## src/rtl/sha256_pkg.sv

```systemverilog
// Shared definitions for the SHA-256 round sequencer and the hash bank:
// controller state type, output bundle, sizing defaults and the H0..H7
// initial hash values.
package sha256_pkg;

  localparam int SHA_NUM_ROUNDS = 64;
  localparam int SHA_ROUND_W    = 6;

  typedef enum logic [2:0] {
    ST_IDLE     = 3'd0,
    ST_INIT     = 3'd1,
    ST_WAIT_BLK = 3'd2,
    ST_LOAD     = 3'd3,
    ST_ROUNDS   = 3'd4,
    ST_ACCUM    = 3'd5,
    ST_FIN      = 3'd6
  } state_t;

  // Single-bit controller outputs, all derived from the state alone.
  typedef struct packed {
    logic blk_ready;
    logic set_hash;
    logic ld_work;
    logic sched_ld;
    logic round_en;
    logic ld_hash;
    logic busy;
    logic done;
  } ctrl_out_t;

  // Initial hash value H[idx] (first 32 bits of the fractional parts of the
  // square roots of the first eight primes).
  function automatic logic [31:0] h_init(input logic [2:0] idx);
    logic [31:0] v;
    case (idx)
      3'd0:    v = 32'h6a09e667;
      3'd1:    v = 32'hbb67ae85;
      3'd2:    v = 32'h3c6ef372;
      3'd3:    v = 32'ha54ff53a;
      3'd4:    v = 32'h510e527f;
      3'd5:    v = 32'h9b05688c;
      3'd6:    v = 32'h1f83d9ab;
      3'd7:    v = 32'h5be0cd19;
      default: v = 32'h00000000;
    endcase
    return v;
  endfunction

  // Moore decode of the controller outputs for a given state.
  function automatic ctrl_out_t decode_outputs(input state_t s);
    ctrl_out_t o;
    o = '0;
    case (s)
      ST_IDLE:     o = '0;
      ST_INIT:     begin o.set_hash  = 1'b1; o.busy = 1'b1; end
      ST_WAIT_BLK: begin o.blk_ready = 1'b1; o.busy = 1'b1; end
      ST_LOAD:     begin o.sched_ld  = 1'b1; o.ld_work = 1'b1; o.busy = 1'b1; end
      ST_ROUNDS:   begin o.round_en  = 1'b1; o.busy = 1'b1; end
      ST_ACCUM:    begin o.ld_hash   = 1'b1; o.busy = 1'b1; end
      ST_FIN:      o.done = 1'b1;
      default:     o = '0;
    endcase
    return o;
  endfunction

endpackage

```

## src/rtl/sha256_round_ctrl_if.sv

```systemverilog
// Command / block-handshake / datapath-control bundle of the SHA-256 round
// sequencer. The master side issues commands and blocks; the slave side is
// the sequencer itself.
interface sha256_round_ctrl_if
  import sha256_pkg::*;
#(
  parameter int ROUND_W = SHA_ROUND_W
) ();

  logic               START;
  logic               ABORT;
  logic               BLK_VALID;
  logic               BLK_LAST;
  logic               BLK_READY;
  logic               SET_HASH;
  logic               LD_WORK;
  logic               SCHED_LD;
  logic               ROUND_EN;
  logic [ROUND_W-1:0] ROUND_IDX;
  logic               LD_HASH;
  logic               BUSY;
  logic               DONE;

  modport master (
    output START, ABORT, BLK_VALID, BLK_LAST,
    input  BLK_READY, SET_HASH, LD_WORK, SCHED_LD, ROUND_EN, ROUND_IDX,
           LD_HASH, BUSY, DONE
  );

  modport slave (
    input  START, ABORT, BLK_VALID, BLK_LAST,
    output BLK_READY, SET_HASH, LD_WORK, SCHED_LD, ROUND_EN, ROUND_IDX,
           LD_HASH, BUSY, DONE
  );

endinterface

```

## src/rtl/sha256_round_cnt.sv

```systemverilog
// Round counter: synchronous clear, saturating increment at NUM_ROUNDS-1 and
// a terminal-count flag that is decoded from the registered count.
module sha256_round_cnt #(
  parameter int NUM_ROUNDS = 64,
  parameter int ROUND_W    = 6
) (
  input  logic               CLK,
  input  logic               RESET_N,
  input  logic               clr,
  input  logic               en,
  output logic [ROUND_W-1:0] cnt,
  output logic               tc
);

  localparam logic [ROUND_W-1:0] TC_VAL = ROUND_W'(NUM_ROUNDS - 1);

  logic [ROUND_W-1:0] cnt_r;

  // Count rounds; clear wins over enable and the count holds at the last round.
  always_ff @(posedge CLK or negedge RESET_N) begin
    if (!RESET_N) begin
      cnt_r <= '0;
    end else if (clr) begin
      cnt_r <= '0;
    end else if (en && (cnt_r != TC_VAL)) begin
      cnt_r <= cnt_r + ROUND_W'(1);
    end else begin
      cnt_r <= cnt_r;
    end
  end

  assign cnt = cnt_r;
  assign tc  = (cnt_r == TC_VAL);

endmodule

```

## src/rtl/sha256_round_ctrl.sv

```systemverilog
// SHA-256 compression sequencer: initialises the hash bank, accepts 512-bit
// blocks from the block buffer and drives working-register load, 64 round
// enables and the hash accumulate for each block. Outputs are registered and
// follow the registered state only.
module sha256_round_ctrl
  import sha256_pkg::*;
#(
  parameter int NUM_ROUNDS = SHA_NUM_ROUNDS,
  parameter int ROUND_W    = SHA_ROUND_W
) (
  input logic                CLK,
  input logic                RESET_N,
  sha256_round_ctrl_if.slave bus
);

  state_t             state_r;
  state_t             state_nxt_s;
  logic               last_r;
  ctrl_out_t          out_r;
  logic               abort_s;
  logic               cnt_clr_s;
  logic               cnt_en_s;
  logic               cnt_tc_s;
  logic [ROUND_W-1:0] cnt_s;

  // Next state; an already-qualified abort overrides everything else.
  function automatic state_t next_state(
    input state_t s,
    input logic   abort,
    input logic   start,
    input logic   blk_valid,
    input logic   last,
    input logic   tc
  );
    state_t n;
    n = s;
    if (abort) begin
      n = ST_IDLE;
    end else begin
      case (s)
        ST_IDLE:     if (start)     n = ST_INIT;   else n = ST_IDLE;
        ST_INIT:     n = ST_WAIT_BLK;
        ST_WAIT_BLK: if (blk_valid) n = ST_LOAD;   else n = ST_WAIT_BLK;
        ST_LOAD:     n = ST_ROUNDS;
        ST_ROUNDS:   if (tc)        n = ST_ACCUM;  else n = ST_ROUNDS;
        ST_ACCUM:    if (last)      n = ST_FIN;    else n = ST_WAIT_BLK;
        ST_FIN:      if (start)     n = ST_INIT;   else n = ST_FIN;
        default:     n = ST_IDLE;
      endcase
    end
    return n;
  endfunction

  // Qualify abort (meaningless in IDLE) and derive the round counter controls.
  always_comb begin
    abort_s   = 1'b0;
    cnt_clr_s = 1'b0;
    cnt_en_s  = 1'b0;
    if (state_r != ST_IDLE) begin
      abort_s = bus.ABORT;
    end else begin
      abort_s = 1'b0;
    end
    cnt_clr_s = abort_s | (state_r == ST_LOAD);
    cnt_en_s  = (state_r == ST_ROUNDS);
  end

  // Select the next state from the registered state and the inputs.
  always_comb begin
    state_nxt_s = next_state(state_r, abort_s, bus.START, bus.BLK_VALID,
                             last_r, cnt_tc_s);
  end

  // State, last-block flag and output registers; outputs are decoded from the
  // next state so they line up with the state they belong to.
  always_ff @(posedge CLK or negedge RESET_N) begin
    if (!RESET_N) begin
      state_r <= ST_IDLE;
      last_r  <= 1'b0;
      out_r   <= '0;
    end else begin
      state_r <= state_nxt_s;
      out_r   <= decode_outputs(state_nxt_s);
      if (abort_s) begin
        last_r <= 1'b0;
      end else if ((state_r == ST_WAIT_BLK) && bus.BLK_VALID) begin
        last_r <= bus.BLK_LAST;
      end else begin
        last_r <= last_r;
      end
    end
  end

  sha256_round_cnt #(
    .NUM_ROUNDS (NUM_ROUNDS),
    .ROUND_W    (ROUND_W)
  ) u_round_cnt (
    .CLK     (CLK),
    .RESET_N (RESET_N),
    .clr     (cnt_clr_s),
    .en      (cnt_en_s),
    .cnt     (cnt_s),
    .tc      (cnt_tc_s)
  );

  assign bus.BLK_READY = out_r.blk_ready;
  assign bus.SET_HASH  = out_r.set_hash;
  assign bus.LD_WORK   = out_r.ld_work;
  assign bus.SCHED_LD  = out_r.sched_ld;
  assign bus.ROUND_EN  = out_r.round_en;
  assign bus.ROUND_IDX = cnt_s;
  assign bus.LD_HASH   = out_r.ld_hash;
  assign bus.BUSY      = out_r.busy;
  assign bus.DONE      = out_r.done;

endmodule

```

## src/flat_wrapper.sv

```systemverilog
// flat-port wrapper written by rule: the top's interface ports become plain ports
module sha256_round_ctrl_flat import sha256_pkg::*;
#(
  parameter int NUM_ROUNDS = SHA_NUM_ROUNDS,
  parameter int ROUND_W    = SHA_ROUND_W
)
  (CLK, RESET_N, bus_START, bus_ABORT, bus_BLK_VALID, bus_BLK_LAST, bus_BLK_READY, bus_SET_HASH, bus_LD_WORK, bus_SCHED_LD, bus_ROUND_EN, bus_ROUND_IDX, bus_LD_HASH, bus_BUSY, bus_DONE);
  sha256_round_ctrl_if #(.ROUND_W(ROUND_W)) bus_i ();
  input logic CLK;
  input logic RESET_N;
  input wire logic [$bits(bus_i.START)-1:0] bus_START;
  input wire logic [$bits(bus_i.ABORT)-1:0] bus_ABORT;
  input wire logic [$bits(bus_i.BLK_VALID)-1:0] bus_BLK_VALID;
  input wire logic [$bits(bus_i.BLK_LAST)-1:0] bus_BLK_LAST;
  output wire logic [$bits(bus_i.BLK_READY)-1:0] bus_BLK_READY;
  output wire logic [$bits(bus_i.SET_HASH)-1:0] bus_SET_HASH;
  output wire logic [$bits(bus_i.LD_WORK)-1:0] bus_LD_WORK;
  output wire logic [$bits(bus_i.SCHED_LD)-1:0] bus_SCHED_LD;
  output wire logic [$bits(bus_i.ROUND_EN)-1:0] bus_ROUND_EN;
  output wire logic [$bits(bus_i.ROUND_IDX)-1:0] bus_ROUND_IDX;
  output wire logic [$bits(bus_i.LD_HASH)-1:0] bus_LD_HASH;
  output wire logic [$bits(bus_i.BUSY)-1:0] bus_BUSY;
  output wire logic [$bits(bus_i.DONE)-1:0] bus_DONE;
  assign bus_i.START = bus_START;
  assign bus_i.ABORT = bus_ABORT;
  assign bus_i.BLK_VALID = bus_BLK_VALID;
  assign bus_i.BLK_LAST = bus_BLK_LAST;
  assign bus_BLK_READY = bus_i.BLK_READY;
  assign bus_SET_HASH = bus_i.SET_HASH;
  assign bus_LD_WORK = bus_i.LD_WORK;
  assign bus_SCHED_LD = bus_i.SCHED_LD;
  assign bus_ROUND_EN = bus_i.ROUND_EN;
  assign bus_ROUND_IDX = bus_i.ROUND_IDX;
  assign bus_LD_HASH = bus_i.LD_HASH;
  assign bus_BUSY = bus_i.BUSY;
  assign bus_DONE = bus_i.DONE;
  sha256_round_ctrl #(.NUM_ROUNDS(NUM_ROUNDS), .ROUND_W(ROUND_W)) u_core (.CLK(CLK), .RESET_N(RESET_N), .bus(bus_i));
endmodule
```

## config.mk

```make
export PLATFORM = sky130hd
export DESIGN_NAME = sha256_round_ctrl_flat
export DESIGN_NICKNAME = d
export VERILOG_FILES = /design/src/rtl/sha256_pkg.sv /design/src/rtl/sha256_round_ctrl_if.sv /design/src/rtl/sha256_round_cnt.sv /design/src/rtl/sha256_round_ctrl.sv /design/src/flat_wrapper.sv
export SDC_FILE = /design/constraint.sdc
export NUM_CORES = 1
export LEC_CHECK = 0
export CORE_ASPECT_RATIO = 1.25
export CORE_MARGIN = 4
export CORE_UTILIZATION = 52
export DETAILED_ROUTE_END_ITERATION = 6
export PLACE_DENSITY = 0.83
export SETUP_SLACK_MARGIN = 0.3
export SLEW_MARGIN = 25
export SYNTH_ARGS = -nofsm -noshare
export SYNTH_HDL_FRONTEND = slang
export SYNTH_SLANG_ARGS = --single-unit
export TNS_END_PERCENT = 20
```

## constraint.sdc

```tcl
create_clock -name CLK -period 2.6 [get_ports CLK]
set_clock_uncertainty 0.2 [all_clocks]
set_input_delay 0.26 -clock CLK [delete_from_list [all_inputs] [get_ports CLK]]
set_output_delay 0.26 -clock CLK [all_outputs]
set_load 0.01 [all_outputs]
```

==> results_dict.tcl, run 1 <==
set metrics [dict create \
    hpwlAfterDp_mm 1.41 \
    fmax_ghz 0.558 \
    overflow 0 \
    synthFlopType "dfrtp_1" \
    numCtsBuffers 3 \
    portBuffers 19 \
    final_cell_mix "clkdlybuf4s50_1 (19), dfrtp_1 (17), nor2_1 (11), a21oi_1 (9)" \
    clk_path_buf_depth 2 \
    power_mw 0.874 \
    layout_setup_ws_ps 807 \
    required_ps 2140 \
    post-cts-setup-buffers 0 \
    grtUsageTotal_pct 17.1 \
    ys_warn_count 0 \
    period_needed_ps 1790 \
    ant_nets 0 \
    p_per_area_nw_per_um2 777 \
    async_flop_share_pct 100 \
    antenna_found_initial 0 \
    critPathMaxStageDelay_ps 580 \
    rr_startpoint "u_core.u_round_cnt.cnt[0]" \
    drt_iter0_drc 9 \
    critPathSlowestCell "clkdlybuf4s50_1" \
    fin_area_sq_um 1120 \
    tns_ps 0 \
    cts_root_buf "clkbuf_4" \
    fp.dieH_um 55.1 \
    synth.distinct_cells 37 \
    cp-end-kind "output pin" \
    routedWlPerCell_um 13.7 \
    vias_per_cell 5.78 \
    fp.coreArea_sq_um 1620 \
    clk_pin_slew_ps 100 \
    total_leakage_power_nw 0.502 \
    cts_max_level 1 \
    num_rows 16 \
    drive_gt1_share_pct 11.4 \
    ys_seq_area_share_pct 46.0 \
    crit_buf_inv 1 \
    dr.pass1.iters 4 \
    synth_edf_count 0 \
    grt_pass1_vias 726 \
    drv_cap 0 \
    io-pin-count 20 \
    netlist_area_sq_um 925 \
    peakVddDrop_mv 0.439 \
    regToRegSetupSlack_ps 830 \
    placed_cell_area_sq_um 1100 \
    final_common_cell "clkdlybuf4s50_1" \
    n_fill_cell 124 \
    dp_worst_setup_slack_ps 722 \
    rsz0062_at_grt "no" \
    die_area_sq_um 2520 \
    fin_nets 122 \
    post_synth.cell_area_avg_sq_um 9.63 \
    hp-class "primary input to asynchronous set/reset pin" \
    relSlewSlack_pct 51.9 \
    grt_pass1_wl_mm 3.06 \
    cts_tree "done" \
    rr_endpoint "u_core.bus.ROUND_EN" \
    insertion_delay_ps 290 \
    path_class "register to output pin" \
    synthToLayoutAreaGrowth_pct 21.7 \
    post-route-period-util_pct 69.0 \
    worstRegToRegCells 5 \
    cts_hold_buf 0 \
    start_util_pct 57.0 \
    setup_violations 0 \
    crit_family "buffers and inverters" \
    yosys_register_bits 17 \
    drcViolationCount 0 \
    cts_sinks 17 \
    hold_viol_final 0 \
    antenna_cells 0 \
    status "completed" \
    grt_max_degree 18 \
    crit_fanout 7 \
    worstPathCellList "clkdlybuf4s50_1" \
    die_w_um 45.7 \
    synthesis.nets 103 \
    vias 763 \
    cp-start-kind "register" \
    gp_congestion 0.906 \
    crit_arrival_ps 1330 \
    tightest_slew_ps 720 \
    postCtsResizedCells 0 \
    maxSlewViolCount 0 \
    postSynthCellCount 96 \
    detail_route.wirelength_mm 1.81 \
    fin_hold_ws_ps 190 \
]
-- through the flow --
step           utilization (%)  instances
2_1_floorplan                -         96
3_3_place_gp              67.7        128
3_5_place_dp              67.7        128
4_1_cts                   69.4        132
5_1_grt                   69.4        132
6_report                  69.4        132
-- cell families (layout without fill, tap and decap cells) --
kind of cell	count (synthesis)	after routing	synth area share, %
flops	17	17	46.0
compound gates	24	24	17.3
mux	2	2	2.17
buf+inv	9	27	5.95
simple gates	42	42	26.3
fa+ha+maj	1	1	1.35
xor+xnor	1	1	0.947
-- cells in the mapped netlist (all sizes together), types with 3 or more instances --
cell	number	area share (%)
nor3	7	4.9
nor2	11	4.5
nand2	6	2.4
nor2b	6	4.1
buf	5	4.3
a21oi	9	4.9
dfrtp	17	46
o21ai	4	2.6
inv	4	1.6
and2	3	2.2
-- per-layer routing --
layer	vias up	global-route usage [%]	wire (um)	part of all wire, %
met5	-	0	0	0
met2	24	30.2	884	49
li1	381	-	-	-
met3	3	3.24	99	5.5
met4	0	7.11	21	1.2
met1	355	19.9	805	44
-- layout make-up --
class | count | area (sq um) | area share, %
clock buffers | 3 | 22.5 | 2.00
clock inverters | 1 | 5.00 | 0.445
inverters | 4 | 15.0 | 1.33
multi-input cells | 70 | 444 | 39.5
flip-flops and latches | 17 | 425 | 37.8
well taps | 18 | 22.5 | 2.00
repair buffers | 19 | 190 | 16.9
-- power breakdown --
group	switching [mW]	internal, mW
clock network	0.0817	0.0572
logic	0.171	0.170
registers	0.0789	0.315
-- state kept, by name (all words and copies together) (netlist names) --
register and count:
u_core.bus.LD_WORK 1, u_core.bus.DONE 1, u_core.bus.LD_HASH 1, u_core.last_r 1
u_core.state_r 3, u_core.bus.ROUND_EN 1, u_core.bus.BLK_READY 1, u_core.bus.SET_HASH 1
u_core.u_round_cnt.cnt 6, u_core.bus.BUSY 1
-- worst max path at each step --
stage	slack, ps	end	from	depth (start not counted)
2_1_floorplan	970	u_core.bus.BLK_READY	u_core.u_round_cnt.cnt[0]	5
6_report	810	bus_ROUND_IDX[3]	u_core.u_round_cnt.cnt[3]	1
3_3_place_gp	760	u_core.u_round_cnt.cnt[3]	bus_ABORT	4
3_5_place_dp	720	u_core.u_round_cnt.cnt[3]	bus_ABORT	4
5_1_grt	680	u_core.bus.BLK_READY	u_core.u_round_cnt.cnt[0]	5
4_1_cts	810	bus_ROUND_IDX[3]	u_core.u_round_cnt.cnt[3]	1
Note: power is estimated with default switching activity, not from simulation.
==> inputs of run 2 (changes only) <==
--- a/config.mk
+++ b/config.mk
@@ -7,9 +7,9 @@
 export LEC_CHECK = 0
 export CORE_ASPECT_RATIO = 1.25
 export CORE_MARGIN = 4
-export CORE_UTILIZATION = 52
+export CORE_UTILIZATION = 49
 export DETAILED_ROUTE_END_ITERATION = 6
-export PLACE_DENSITY = 0.83
+export PLACE_DENSITY = 0.79
 export SETUP_SLACK_MARGIN = 0.3
 export SLEW_MARGIN = 25
 export SYNTH_ARGS = -nofsm -noshare
==> constraint.sdc (replaced) <==
create_clock -name CLK -period 1.9 [get_ports CLK]
set_clock_uncertainty 0.2 [all_clocks]
set_input_delay 0.19 -clock CLK [delete_from_list [all_inputs] [get_ports CLK]]
set_output_delay 0.19 -clock CLK [all_outputs]
set_load 0.01 [all_outputs]
==> results_dict.tcl, run 2 (synthesis results as in run 1) <==
set metrics [dict create \
    cp-end-kind "output pin" \
    critPathMaxStageDelay_ps 540 \
    fp.coreArea_sq_um 1790 \
    clk_path_buf_depth 2 \
    vias 847 \
    vias_per_cell 5.92 \
    tightest_slew_ps 305 \
    detail_route.wirelength_mm 2.05 \
    antenna_found_initial 0 \
    critPathSlowestCell "clkdlybuf4s50_1" \
    cts_max_level 1 \
    drv_cap 0 \
    cp_num_cells 1 \
    crit_arrival_ps 1250 \
    antenna_cells 0 \
    hp-class "primary input to asynchronous set/reset pin" \
    routedWlPerCell_um 14.3 \
    grtUsageTotal_pct 17.3 \
    p_per_area_nw_per_um2 1040 \
    path_class "register to output pin" \
    fin_nets 132 \
    crit_family "buffers and inverters" \
    dp.cells 134 \
    post-route-period-util_pct 86.5 \
    gp_congestion 0.886 \
    die_w_um 46.9 \
    cts_hold_buf 0 \
    final_cells 143 \
    fp.dieH_um 56.6 \
    cts_tree "done" \
    wl_met2_mm 1.06 \
    die_area_sq_um 2650 \
    period_needed_ps 1640 \
    crit_fanout 5 \
    largest_register_ffs 6 \
    num_rows 17 \
    overflow 0 \
    worstRegToRegCells 6 \
    portBuffers 19 \
    crit_buf_inv 1 \
    drcViolationCount 0 \
    final_common_cell "clkdlybuf4s50_1" \
    hpwlAfterDp_mm 1.46 \
    tns_ps 0 \
    drive_gt1_share_pct 24.2 \
    dr.pass1.iters 4 \
    grt_max_degree 18 \
    ant_nets 0 \
    grt_pass1_wl_mm 3.41 \
    final_cell_mix "clkdlybuf4s50_1 (18), dfrtp_1 (13), nor2_1 (10), buf_4 (10), a21oi_1 (9)" \
    status "completed" \
    fmax_ghz 0.608 \
    io-pin-count 20 \
    start_util_pct 51.8 \
    clk_pin_slew_ps 100 \
    cts_sinks 17 \
    synthToLayoutAreaGrowth_pct 32.9 \
    drt_iter0_drc 24 \
    worstPathCellList "clkdlybuf4s50_1" \
    relSlewSlack_pct 79.7 \
    top_layer "met4" \
    route.met3.wl_um 162 \
    grt_pass1_vias 812 \
    maxSlewViolCount 0 \
    hold_viol_final 0 \
    required_ps 1510 \
    rsz0062_at_grt "yes" \
    insertion_delay_ps 290 \
    cts_root_buf "clkbuf_4" \
    total_leakage_power_nw 0.577 \
    peakVddDrop_mv 0.624 \
    numCtsBuffers 3 \
    setup_violations 0 \
    wl_met1_um 792 \
    cp-start-kind "register" \
]
==> run 2: path summary, 6_finish.rpt <==
| path | startpoint | slack, ps | to |
|---|---|---|---|
| min in group CLK | bus_BLK_VALID | 410 | u_core.last_r |
| hold / removal | RESET_N | 10 | u_core.u_round_cnt.cnt[4] |
| max in group asynchronous | RESET_N | 1260 | u_core.state_r[2] |
| hold reg to reg | u_core.last_r | 420 | u_core.last_r |
| setup reg to reg | u_core.u_round_cnt.cnt[1] | 320 | u_core.bus.BLK_READY |
| setup / recovery | u_core.u_round_cnt.cnt[5] | 260 | bus_ROUND_IDX[5] |
==> run 2: stage by stage <==
stage / utilization, % / hold WS [ps] / cell area [sq um] / total power, mW / setup slack [ps]
6_report: 68.8 / 14.4 / 1230 / 1.28 / 256
5_1_grt: 68.8 / 27.8 / 1230 / 1.37 / 202
4_1_cts: 67.5 / 17.5 / 1210 / 1.28 / 228
3_5_place_dp: 63.6 / 337 / 1140 / 1.05 / 168
3_3_place_gp: 63.6 / 333 / 1140 / 1.03 / 235
2_1_floorplan: - / -306 / 925 / 0.861 / 303
==> run 2: timing repair <==
action,CTS,global route
resized for setup,2,8
setup endpoints to repair,13,21
pin swaps,1,1
setup buffers,5,0
==> run 2: report_power, final <==
part           internal, mW  leakage, nW  switching, mW  total (mW)
Combinational         0.288        0.338          0.292       0.580
Sequential            0.434        0.224         0.0736       0.508
Clock                0.0816       0.0150          0.109       0.191
Total                 0.804        0.577          0.475        1.28
==> run 2: area by class of cell <==
cell class              instances  area (sq um)
inverters                       4          15.0
clock buffers                   4          26.3
flip-flops and latches         17           430
repair buffers                 29           268
multi-input cells              70           465
fillers                       142           558
well taps                      19          23.8
==> run 2: routing by layer <==
metal  vias up  track usage (%)
met3         4             3.21
met5         -                0
li1        397                -
met1       408             21.9
met4         0             6.72
met2        38             27.8
